**src/rtl/usb_dfu_flash_ctrl_if.sv**
```systemverilog
// rtl/usb_dfu_flash_ctrl_if.sv - DFU handler and SPI flash bridge signals of the flash sequencer
interface usb_dfu_flash_ctrl_if #(
  parameter int LEN_BITS = 9
);
  logic                dn_start;
  logic                up_start;
  logic                abort;
  logic [15:0]         block_num;
  logic [LEN_BITS-1:0] length;
  logic                busy;
  logic                done;
  logic                error;
  logic                manifest;
  logic [LEN_BITS-1:0] byte_count;
  logic [15:0]         flash_address;
  logic                flash_rd_request;
  logic                flash_wr_request;
  logic                flash_rd_data_put;
  logic                flash_wr_data_get;
  logic                flash_wr_busy;

  modport master (
    output dn_start, up_start, abort, block_num, length,
    output flash_rd_data_put, flash_wr_data_get, flash_wr_busy,
    input  busy, done, error, manifest, byte_count,
    input  flash_address, flash_rd_request, flash_wr_request
  );

  modport slave (
    input  dn_start, up_start, abort, block_num, length,
    input  flash_rd_data_put, flash_wr_data_get, flash_wr_busy,
    output busy, done, error, manifest, byte_count,
    output flash_address, flash_rd_request, flash_wr_request
  );
endinterface

```
**src/rtl/usb_dfu_flash_ctrl.sv**
```systemverilog
// rtl/usb_dfu_flash_ctrl.sv - turns one DFU DNLOAD/UPLOAD block into one SPI flash page transaction
module usb_dfu_flash_ctrl #(
  parameter int          PAGE_SIZE  = 256,
  parameter logic [15:0] BASE_PAGE  = 16'h0800,
  parameter logic [15:0] MAX_BLOCKS = 16'h0800,
  parameter int          LEN_BITS   = 9
) (
  input logic                 clk,
  input logic                 reset,
  usb_dfu_flash_ctrl_if.slave bus
);
  typedef enum logic [2:0] {IDLE, WR_ARM, WR_DATA, WR_DRAIN, RD_DATA, RD_STOP} state_e;

  localparam logic [LEN_BITS-1:0] PAGE_LEN = LEN_BITS'(PAGE_SIZE);
  localparam logic [1:0]          ARM_LAST = 2'd3;

  state_e              state_q, state_d;
  logic [LEN_BITS-1:0] len_q, len_d;
  logic [LEN_BITS-1:0] byte_count_q, byte_count_d;
  logic [15:0]         flash_address_q, flash_address_d;
  logic [1:0]          arm_cnt_q, arm_cnt_d;
  logic                error_q, error_d;
  logic                done_q, done_d;
  logic                manifest_q, manifest_d;
  logic                aborted_q, aborted_d;
  logic [LEN_BITS-1:0] count_inc;

  assign count_inc = byte_count_q + LEN_BITS'(1);

  always_ff @(posedge clk) begin
    if (!reset) begin
      state_q         <= IDLE;
      len_q           <= '0;
      byte_count_q    <= '0;
      flash_address_q <= BASE_PAGE;
      arm_cnt_q       <= '0;
      error_q         <= 1'b0;
      done_q          <= 1'b0;
      manifest_q      <= 1'b0;
      aborted_q       <= 1'b0;
    end else begin
      state_q         <= state_d;
      len_q           <= len_d;
      byte_count_q    <= byte_count_d;
      flash_address_q <= flash_address_d;
      arm_cnt_q       <= arm_cnt_d;
      error_q         <= error_d;
      done_q          <= done_d;
      manifest_q      <= manifest_d;
      aborted_q       <= aborted_d;
    end
  end

  always_comb begin
    state_d         = state_q;
    len_d           = len_q;
    byte_count_d    = byte_count_q;
    flash_address_d = flash_address_q;
    arm_cnt_d       = arm_cnt_q;
    error_d         = error_q;
    aborted_d       = aborted_q;
    done_d          = 1'b0;
    manifest_d      = 1'b0;

    case (state_q)
      IDLE: begin
        if (bus.dn_start || bus.up_start) begin
          len_d           = bus.length;
          byte_count_d    = '0;
          error_d         = 1'b0;
          aborted_d       = 1'b0;
          arm_cnt_d       = '0;
          flash_address_d = BASE_PAGE + bus.block_num;
          // Range check uses the raw block number, not the wrapped page address.
          if (bus.block_num >= MAX_BLOCKS || bus.length > PAGE_LEN) begin
            error_d = 1'b1;
          end else if (bus.length == '0) begin
            if (bus.dn_start) manifest_d = 1'b1;
            else              done_d     = 1'b1;
          end else if (bus.dn_start) begin
            state_d = WR_ARM;
          end else begin
            state_d = RD_DATA;
          end
        end else if (bus.abort) begin
          error_d = 1'b0;
        end
      end
      WR_ARM: begin
        if (bus.abort) begin
          aborted_d = 1'b1;
          state_d   = WR_DRAIN;
        end else if (bus.flash_wr_busy) begin
          state_d = WR_DATA;
        end else if (arm_cnt_q == ARM_LAST) begin
          error_d = 1'b1;
          state_d = IDLE;
        end else begin
          arm_cnt_d = arm_cnt_q + 2'd1;
        end
      end
      WR_DATA: begin
        if (bus.flash_wr_data_get && byte_count_q != len_q) byte_count_d = count_inc;
        if (bus.abort) begin
          aborted_d = 1'b1;
          state_d   = WR_DRAIN;
        end else if (bus.flash_wr_data_get && count_inc == len_q) begin
          state_d = WR_DRAIN;
        end
      end
      // An erase/program in flight cannot be cancelled, so even an abort waits here.
      WR_DRAIN: begin
        if (!bus.flash_wr_busy) begin
          state_d = IDLE;
          done_d  = !aborted_q;
        end
      end
      RD_DATA: begin
        if (bus.flash_rd_data_put && byte_count_q != len_q) byte_count_d = count_inc;
        if (bus.abort) begin
          state_d = IDLE;
        end else if (bus.flash_rd_data_put && count_inc == len_q) begin
          state_d = RD_STOP;
        end
      end
      RD_STOP: begin
        state_d = IDLE;
        done_d  = !bus.abort;
      end
      default: state_d = IDLE;
    endcase
  end

  assign bus.busy             = (state_q != IDLE);
  assign bus.done             = done_q;
  assign bus.error            = error_q;
  assign bus.manifest         = manifest_q;
  assign bus.byte_count       = byte_count_q;
  assign bus.flash_address    = flash_address_q;
  assign bus.flash_wr_request = (state_q == WR_ARM) || (state_q == WR_DATA);
  assign bus.flash_rd_request = (state_q == RD_DATA);
endmodule

```
**src/flat_wrapper.sv**
```systemverilog
// flat-port wrapper written by rule: the top's interface ports become plain ports
module usb_dfu_flash_ctrl_flat 
#(
  parameter int          PAGE_SIZE  = 256,
  parameter logic [15:0] BASE_PAGE  = 16'h0800,
  parameter logic [15:0] MAX_BLOCKS = 16'h0800,
  parameter int          LEN_BITS   = 9
)
  (clk, reset, bus_dn_start, bus_up_start, bus_abort, bus_block_num, bus_length, bus_flash_rd_data_put, bus_flash_wr_data_get, bus_flash_wr_busy, bus_busy, bus_done, bus_error, bus_manifest, bus_byte_count, bus_flash_address, bus_flash_rd_request, bus_flash_wr_request);
  usb_dfu_flash_ctrl_if #(.LEN_BITS(LEN_BITS)) bus_i ();
  input logic clk;
  input logic reset;
  input wire logic [$bits(bus_i.dn_start)-1:0] bus_dn_start;
  input wire logic [$bits(bus_i.up_start)-1:0] bus_up_start;
  input wire logic [$bits(bus_i.abort)-1:0] bus_abort;
  input wire logic [$bits(bus_i.block_num)-1:0] bus_block_num;
  input wire logic [$bits(bus_i.length)-1:0] bus_length;
  input wire logic [$bits(bus_i.flash_rd_data_put)-1:0] bus_flash_rd_data_put;
  input wire logic [$bits(bus_i.flash_wr_data_get)-1:0] bus_flash_wr_data_get;
  input wire logic [$bits(bus_i.flash_wr_busy)-1:0] bus_flash_wr_busy;
  output wire logic [$bits(bus_i.busy)-1:0] bus_busy;
  output wire logic [$bits(bus_i.done)-1:0] bus_done;
  output wire logic [$bits(bus_i.error)-1:0] bus_error;
  output wire logic [$bits(bus_i.manifest)-1:0] bus_manifest;
  output wire logic [$bits(bus_i.byte_count)-1:0] bus_byte_count;
  output wire logic [$bits(bus_i.flash_address)-1:0] bus_flash_address;
  output wire logic [$bits(bus_i.flash_rd_request)-1:0] bus_flash_rd_request;
  output wire logic [$bits(bus_i.flash_wr_request)-1:0] bus_flash_wr_request;
  assign bus_i.dn_start = bus_dn_start;
  assign bus_i.up_start = bus_up_start;
  assign bus_i.abort = bus_abort;
  assign bus_i.block_num = bus_block_num;
  assign bus_i.length = bus_length;
  assign bus_i.flash_rd_data_put = bus_flash_rd_data_put;
  assign bus_i.flash_wr_data_get = bus_flash_wr_data_get;
  assign bus_i.flash_wr_busy = bus_flash_wr_busy;
  assign bus_busy = bus_i.busy;
  assign bus_done = bus_i.done;
  assign bus_error = bus_i.error;
  assign bus_manifest = bus_i.manifest;
  assign bus_byte_count = bus_i.byte_count;
  assign bus_flash_address = bus_i.flash_address;
  assign bus_flash_rd_request = bus_i.flash_rd_request;
  assign bus_flash_wr_request = bus_i.flash_wr_request;
  usb_dfu_flash_ctrl #(.PAGE_SIZE(PAGE_SIZE), .BASE_PAGE(BASE_PAGE), .MAX_BLOCKS(MAX_BLOCKS), .LEN_BITS(LEN_BITS)) u_core (.clk(clk), .reset(reset), .bus(bus_i));
endmodule
```
**config.mk**
```make
export PLATFORM = sky130hd
export DESIGN_NAME = usb_dfu_flash_ctrl_flat
export DESIGN_NICKNAME = d
export VERILOG_FILES = /design/src/rtl/usb_dfu_flash_ctrl_if.sv /design/src/rtl/usb_dfu_flash_ctrl.sv /design/src/flat_wrapper.sv
export SDC_FILE = /design/constraint.sdc
export NUM_CORES = 1
export LEC_CHECK = 0
export BUFFER_PORTS_ARGS = -buffer_cell sky130_fd_sc_hd__buf_2
export CAP_MARGIN = 20
export CORE_UTILIZATION = 50
export DETAILED_ROUTE_END_ITERATION = 6
export PLACE_DENSITY = 0.77
export SLEW_MARGIN = 30
export SYNTH_ARGS = -nofsm -noshare
export SYNTH_HDL_FRONTEND = slang
export SYNTH_SLANG_ARGS = --single-unit
```
**constraint.sdc**
```tcl
create_clock -name clk -period 5.4 [get_ports clk]
set_input_delay 0.81 -clock clk [delete_from_list [all_inputs] [get_ports clk]]
set_output_delay 0.81 -clock clk [all_outputs]
set_load 0.05 [all_outputs]
```
## Word level (Yosys, flattened, before mapping)

Cells that the tools add are included.

- Flip-flop bits (word level): 43

- Reductions and logical operators: 23
- Order comparisons: 2
- Bitwise gates (word level): 4
- Eq/ne operators: 23
- Mux-type cells: 39
- Add/subtract/negate cells: 3

Operators by type and width:

| kind | count |
|---|---|
| 2-to-1 mux 3 bit | 12 |
| 2-to-1 mux 9 bit | 3 |
| one-hot mux 9 bit (3 select lines) | 1 |
| adder 12 x 16 -> 16 bit, first input constant | 1 |
| >= comparator 16 x 12 -> 1 bit, second input constant | 1 |
| one-hot mux 3 bit (5 select lines) | 1 |
| 2-to-1 mux 1 bit | 14 |
| != test 2 bit, second input constant | 6 |
| != test 2 x 1 -> 1 bit, second input constant | 5 |
| AND reduction 5 bit | 2 |
| adder 9 x 1 -> 9 bit, second input constant | 1 |
| equality test 9 bit | 1 |
| > comparator 9 bit, second input constant | 1 |
| zero test 9 bit | 1 |
| != test 3 x 2 -> 1 bit, second input constant | 3 |
| != test 9 bit | 1 |
| 2-to-1 mux 2 bit | 4 |
| AND reduction 7 bit | 1 |
| equality test 3 x 2 -> 1 bit, second input constant | 2 |
| equality test 3 bit, second input constant | 2 |
| nonzero test 3 bit | 2 |
| OR reduction 5 bit | 1 |
| logical AND 1 bit | 4 |
| != test 4 x 3 -> 1 bit, second input constant | 1 |
| other kinds (15) | 23 |

## Depth between registers and ports, before layout

- Depth in word-level cells: 6
- Mapped depth: 7
- Depth with buffers taken out: 7

## Least setup slack after synthesis

Ideal clock, no wire load.

- Kind: reg2out
- Start: register u_core.state_q[2]
- End: output bus_flash_rd_request
- Buffers on the path: 1
- Data required time: 4.590 ns
- Cell stages (with the launch flop): 3
- Arrival time: 1.706 ns
- Slack: 2.884 ns
- Cells stage by stage: dfxtp_1 -> buf_2 -> nor3b_1

- Longest elaborated chain between the ends: 1

RTL lines:

| item | RTL line | RTL |
|---|---|---|
| start: declaration | usb_dfu_flash_ctrl.sv:17 | `state_e state_q, state_d;` |
| start signal: assignment | usb_dfu_flash_ctrl.sv:42 | `state_q <= state_d;` |
| equality test 3 bit | usb_dfu_flash_ctrl.sv:141 | `assign bus.flash_rd_request = (state_q == RD_DATA);` |
| end: declaration | flat_wrapper.sv:27 | `output wire logic [$bits(bus_i.flash_rd_request)-1:0] bus_flash_rd_request;` |

Every way passes these cells.

## Worst setup path in the final report

- Start: register u_core.state_q[0]
- End: output bus_busy

- Longest elaborated chain between the ends: 1

RTL lines:

| item | RTL line | RTL |
|---|---|---|
| nonzero test 3 bit | usb_dfu_flash_ctrl.sv:134 | `assign bus.busy = (state_q != IDLE);` |
| end: declaration | flat_wrapper.sv:21 | `output wire logic [$bits(bus_i.busy)-1:0] bus_busy;` |

Every way passes these cells.

==> flow_metrics.env <==
export IMPL_cap_viol_max_count=0
export IMPL_htreeDepth=2
export IMPL_dieArea_um2=5020
export IMPL_fin_crit_sh_pct=44.2
export IMPL_regArea_um2=861
export IMPL_whs_ps=467
export IMPL_required_ps=4590
export IMPL_antenna_found_initial=0
export IMPL_fin_crit_ps=2390
export IMPL_cts_tree="done"
export IMPL_worst_r2r_startpoint="u_core.bus.byte_count[0]$_SDFFE_PN0P_"
export IMPL_synth_flop_cell="dfxtp_1"
export IMPL_drt_iter0_drc=133
export IMPL_post_cts_buffers=0
export IMPL_vias=2144
export IMPL_p_leak_nw=1.14
export IMPL_powerDensity_nw_per_um2=452
export IMPL_cp_end_kind="primary output"
export IMPL_ys_types=49
export IMPL_grt_max_degree=39
export IMPL_synth_edf_count=0
export IMPL_clock_latency_ps=290
export IMPL_clock_sinks=43
export IMPL_r2r_slack_ps=3060
export IMPL_viasPerCell=5.50
export IMPL_fillers=423
export IMPL_drt_wl_total_mm=5.13
export IMPL_worstMarginPinSlew_ps=702
export IMPL_timing_rr_end="u_core.state_q[0]$_SDFFE_PN0P_"
export IMPL_synth_area_per_cell_um2=8.35
export IMPL_switchingPower_mw=0.586
export IMPL_reg2regPathDepth=7
export IMPL_multi_input_area_um2=1390
export IMPL_fin_ws_ps=3010
export IMPL_p_int_mw=0.645
export IMPL_max_freq_mhz=419
export IMPL_vdd_ir_drop_worst_uv=303
export IMPL_hpwlAfterDp_mm=3.72
export IMPL_core_rowCount=24
export IMPL_cts_buffers=5
export IMPL_stdcell_area_um2=2720
export IMPL_rsz0062_at_grt="false"
export IMPL_async_reset_ff_share_pct=0
export IMPL_hold_path_class="flop to flop"
export IMPL_cp_max_fo=16
export IMPL_gp_congestion=0.895
export IMPL_clk_pin_slew_worst_paths_ps=70
export IMPL_pwr_share_clk_pct=15.8
export IMPL_fin_nets=373
export IMPL_crit_arrival_ps=1580
export IMPL_syn_inst=284
export IMPL_final_setup_tns_ps=0
export IMPL_core_um2=4440
export IMPL_swShare_pct=47.6
export IMPL_die_x_um=70.9
export IMPL_crit_type="flop to primary output"
export IMPL_ctsResizeCount=0
export IMPL_p_seq_share_pct=36.2
export IMPL_grt_pass1_wl_mm=8.98
export IMPL_ys_seq_area_share_pct=36.3
export IMPL_drt_pass1_iterations=4
export IMPL_slew_headroom_pct=53.2
export IMPL_final_hold_viol_count=0
export IMPL_status="finished clean"
export IMPL_critPathLaunch="u_core.state_q[0]$_SDFFE_PN0P_"
export IMPL_endpoint="bus_busy"
export IMPL_postCtsHoldBufs=0
export IMPL_antenna_cells=0
export IMPL_synth_area_um2=2370
export IMPL_placed_area_um2=2640
export IMPL_syn2layout_area_growth_pct=14.8
export IMPL_ios=64
export IMPL_die_h_um=70.9
export IMPL_cts_buffer_depth=2
export IMPL_cts_root_buf="clkbuf_8"
export IMPL_drtAntennaViolNets=0
export IMPL_maxSlewViolCount=0
export IMPL_gr_total_overflow=0
export IMPL_drive_gt1_share_pct=23.1
export IMPL_syn_nets=320
export IMPL_start_util_pct=53.4
export IMPL_ys_ff_latch=43
export IMPL_port_buffers=63
export IMPL_grt_pass1_vias=2076
export IMPL_grt_usage_pct=22.2
export IMPL_preCtsSetupSlack_ps=2940
export IMPL_finalSetupViolations=0
export IMPL_worstSetupStartpointType="flop"
export IMPL_ys_warn_count=0
export IMPL_clock_skew_ps=4.13
export IMPL_power_frac_comb_pct=48.0
export IMPL_drc_errors=0
export IMPL_routedWlPerCell_um=13.2
-- through the flow --
| stage | std cells | total power, mW | utilization [%] |
|---|---|---|---|
| floorplan | 284 | 0.924 | - |
| global placement | 382 | 1.03 | 59.5 |
| detailed placement | 382 | 1.04 | 59.5 |
| CTS | 390 | 1.24 | 61.3 |
| global route | 390 | 1.31 | 61.3 |
| finish | 390 | 1.23 | 61.3 |
-- how the worst min path moves through the flow --
stage / start / end / slack [ps] / depth (start not counted)
floorplan: u_core.len_q[8]$_SDFFE_PN0P_ / u_core.len_q[8]$_SDFFE_PN0P_ / 460 / 2
global placement: u_core.bus.flash_address[4]$_SDFFE_PN0P_ / u_core.bus.flash_address[4]$_SDFFE_PN0P_ / 450 / 2
detailed placement: u_core.bus.flash_address[8]$_SDFFE_PN0P_ / u_core.bus.flash_address[8]$_SDFFE_PN0P_ / 460 / 2
CTS: u_core.bus.flash_address[3]$_SDFFE_PN0P_ / u_core.bus.flash_address[3]$_SDFFE_PN0P_ / 470 / 2
global route: u_core.bus.flash_address[2]$_SDFFE_PN0P_ / u_core.bus.flash_address[2]$_SDFFE_PN0P_ / 480 / 2
finish: u_core.bus.flash_address[3]$_SDFFE_PN0P_ / u_core.bus.flash_address[3]$_SDFFE_PN0P_ / 470 / 2
-- synth_stat cells (all sizes together), types with 5 or more instances --
cell type  count  area, um2
clkbuf         6       23.8
xnor2         18        158
a21boi        25        188
xor2           7       61.3
o21ai          6       30.0
nor3           5       25.0
nor4           5       31.3
nor2          19       71.3
nand3          9       45.0
nand3b         6       45.0
a211oi         5       42.5
o211ai         5       37.5
a21oi         11       55.1
nand2         56        210
nor2b          5       31.3
dfxtp         43        861
buf           12       93.8
-- layout make-up --
cell class | count | share of cell area (%)
Sequential cell | 43 | 31.6
Clock inverter | 1 | 0.184
Tap cell | 52 | 2.39
Multi-Input combinational cell | 221 | 50.9
Clock buffer | 7 | 2.80
Timing Repair Buffer | 64 | 11.9
Inverter | 2 | 0.276
-- power groups by stage --
stage	logic, mW	registers (mW)	clock network (mW)
floorplan	0.368	0.557	0
global placement	0.584	0.450	0
detailed placement	0.591	0.451	0
CTS	0.593	0.445	0.199
global route	0.644	0.457	0.211
finish	0.592	0.446	0.194
-- critical path: stages, from the launching register on --
cell and delay (ps):
dfxtp_1 650, nor2_1 130, nand2_1 200, buf_2 300
-- per-layer routing --
metal	global-route usage, %	wire length, um	vias to the layer above
li1	-	-	1101
met1	28.6	2480	959
met2	36.4	2230	70
met3	4.27	306	14
met4	9.56	120	0
met5	0	0	-
-- registers in the layout (all words and copies together), names as in the netlist --
name / count
u_core.aborted_q: 1
u_core.arm_cnt_q: 2
u_core.bus.byte_count: 9
u_core.bus.done: 1
u_core.bus.error: 1
u_core.bus.flash_address: 16
u_core.bus.manifest: 1
u_core.len_q: 9
u_core.state_q: 3
-- placed cells by master, fill, tap and decap left out, types with 4 or more instances in the layout --
cell type,n
clkbuf_8,5
a21boi_0,24
nand3b_1,6
nand2_1,56
buf_2,63
nor2b_1,5
xnor2_1,18
dfxtp_1,43
o21ai_0,6
a211oi_1,4
nor4_1,5
o211ai_1,5
xor2_1,7
nor2_1,19
nor3_1,5
nand3_1,9
a21oi_1,11
-- kinds of logic (layout without fill, tap and decap cells) --
kind of cell / Yosys count / count (layout) / share of synthesized area (%)
adders and majority gates: 3 / 3 / 1.58
AOI/OAI and AO/OA: 70 / 70 / 22.4
and+or+nand+nor: 123 / 123 / 25.3
xor gates and xnor gates: 25 / 25 / 9.23
buffers and inverters: 20 / 74 / 5.27
DFF: 43 / 43 / 36.3
No activity file was read; power rests on OpenSTA's default activity.
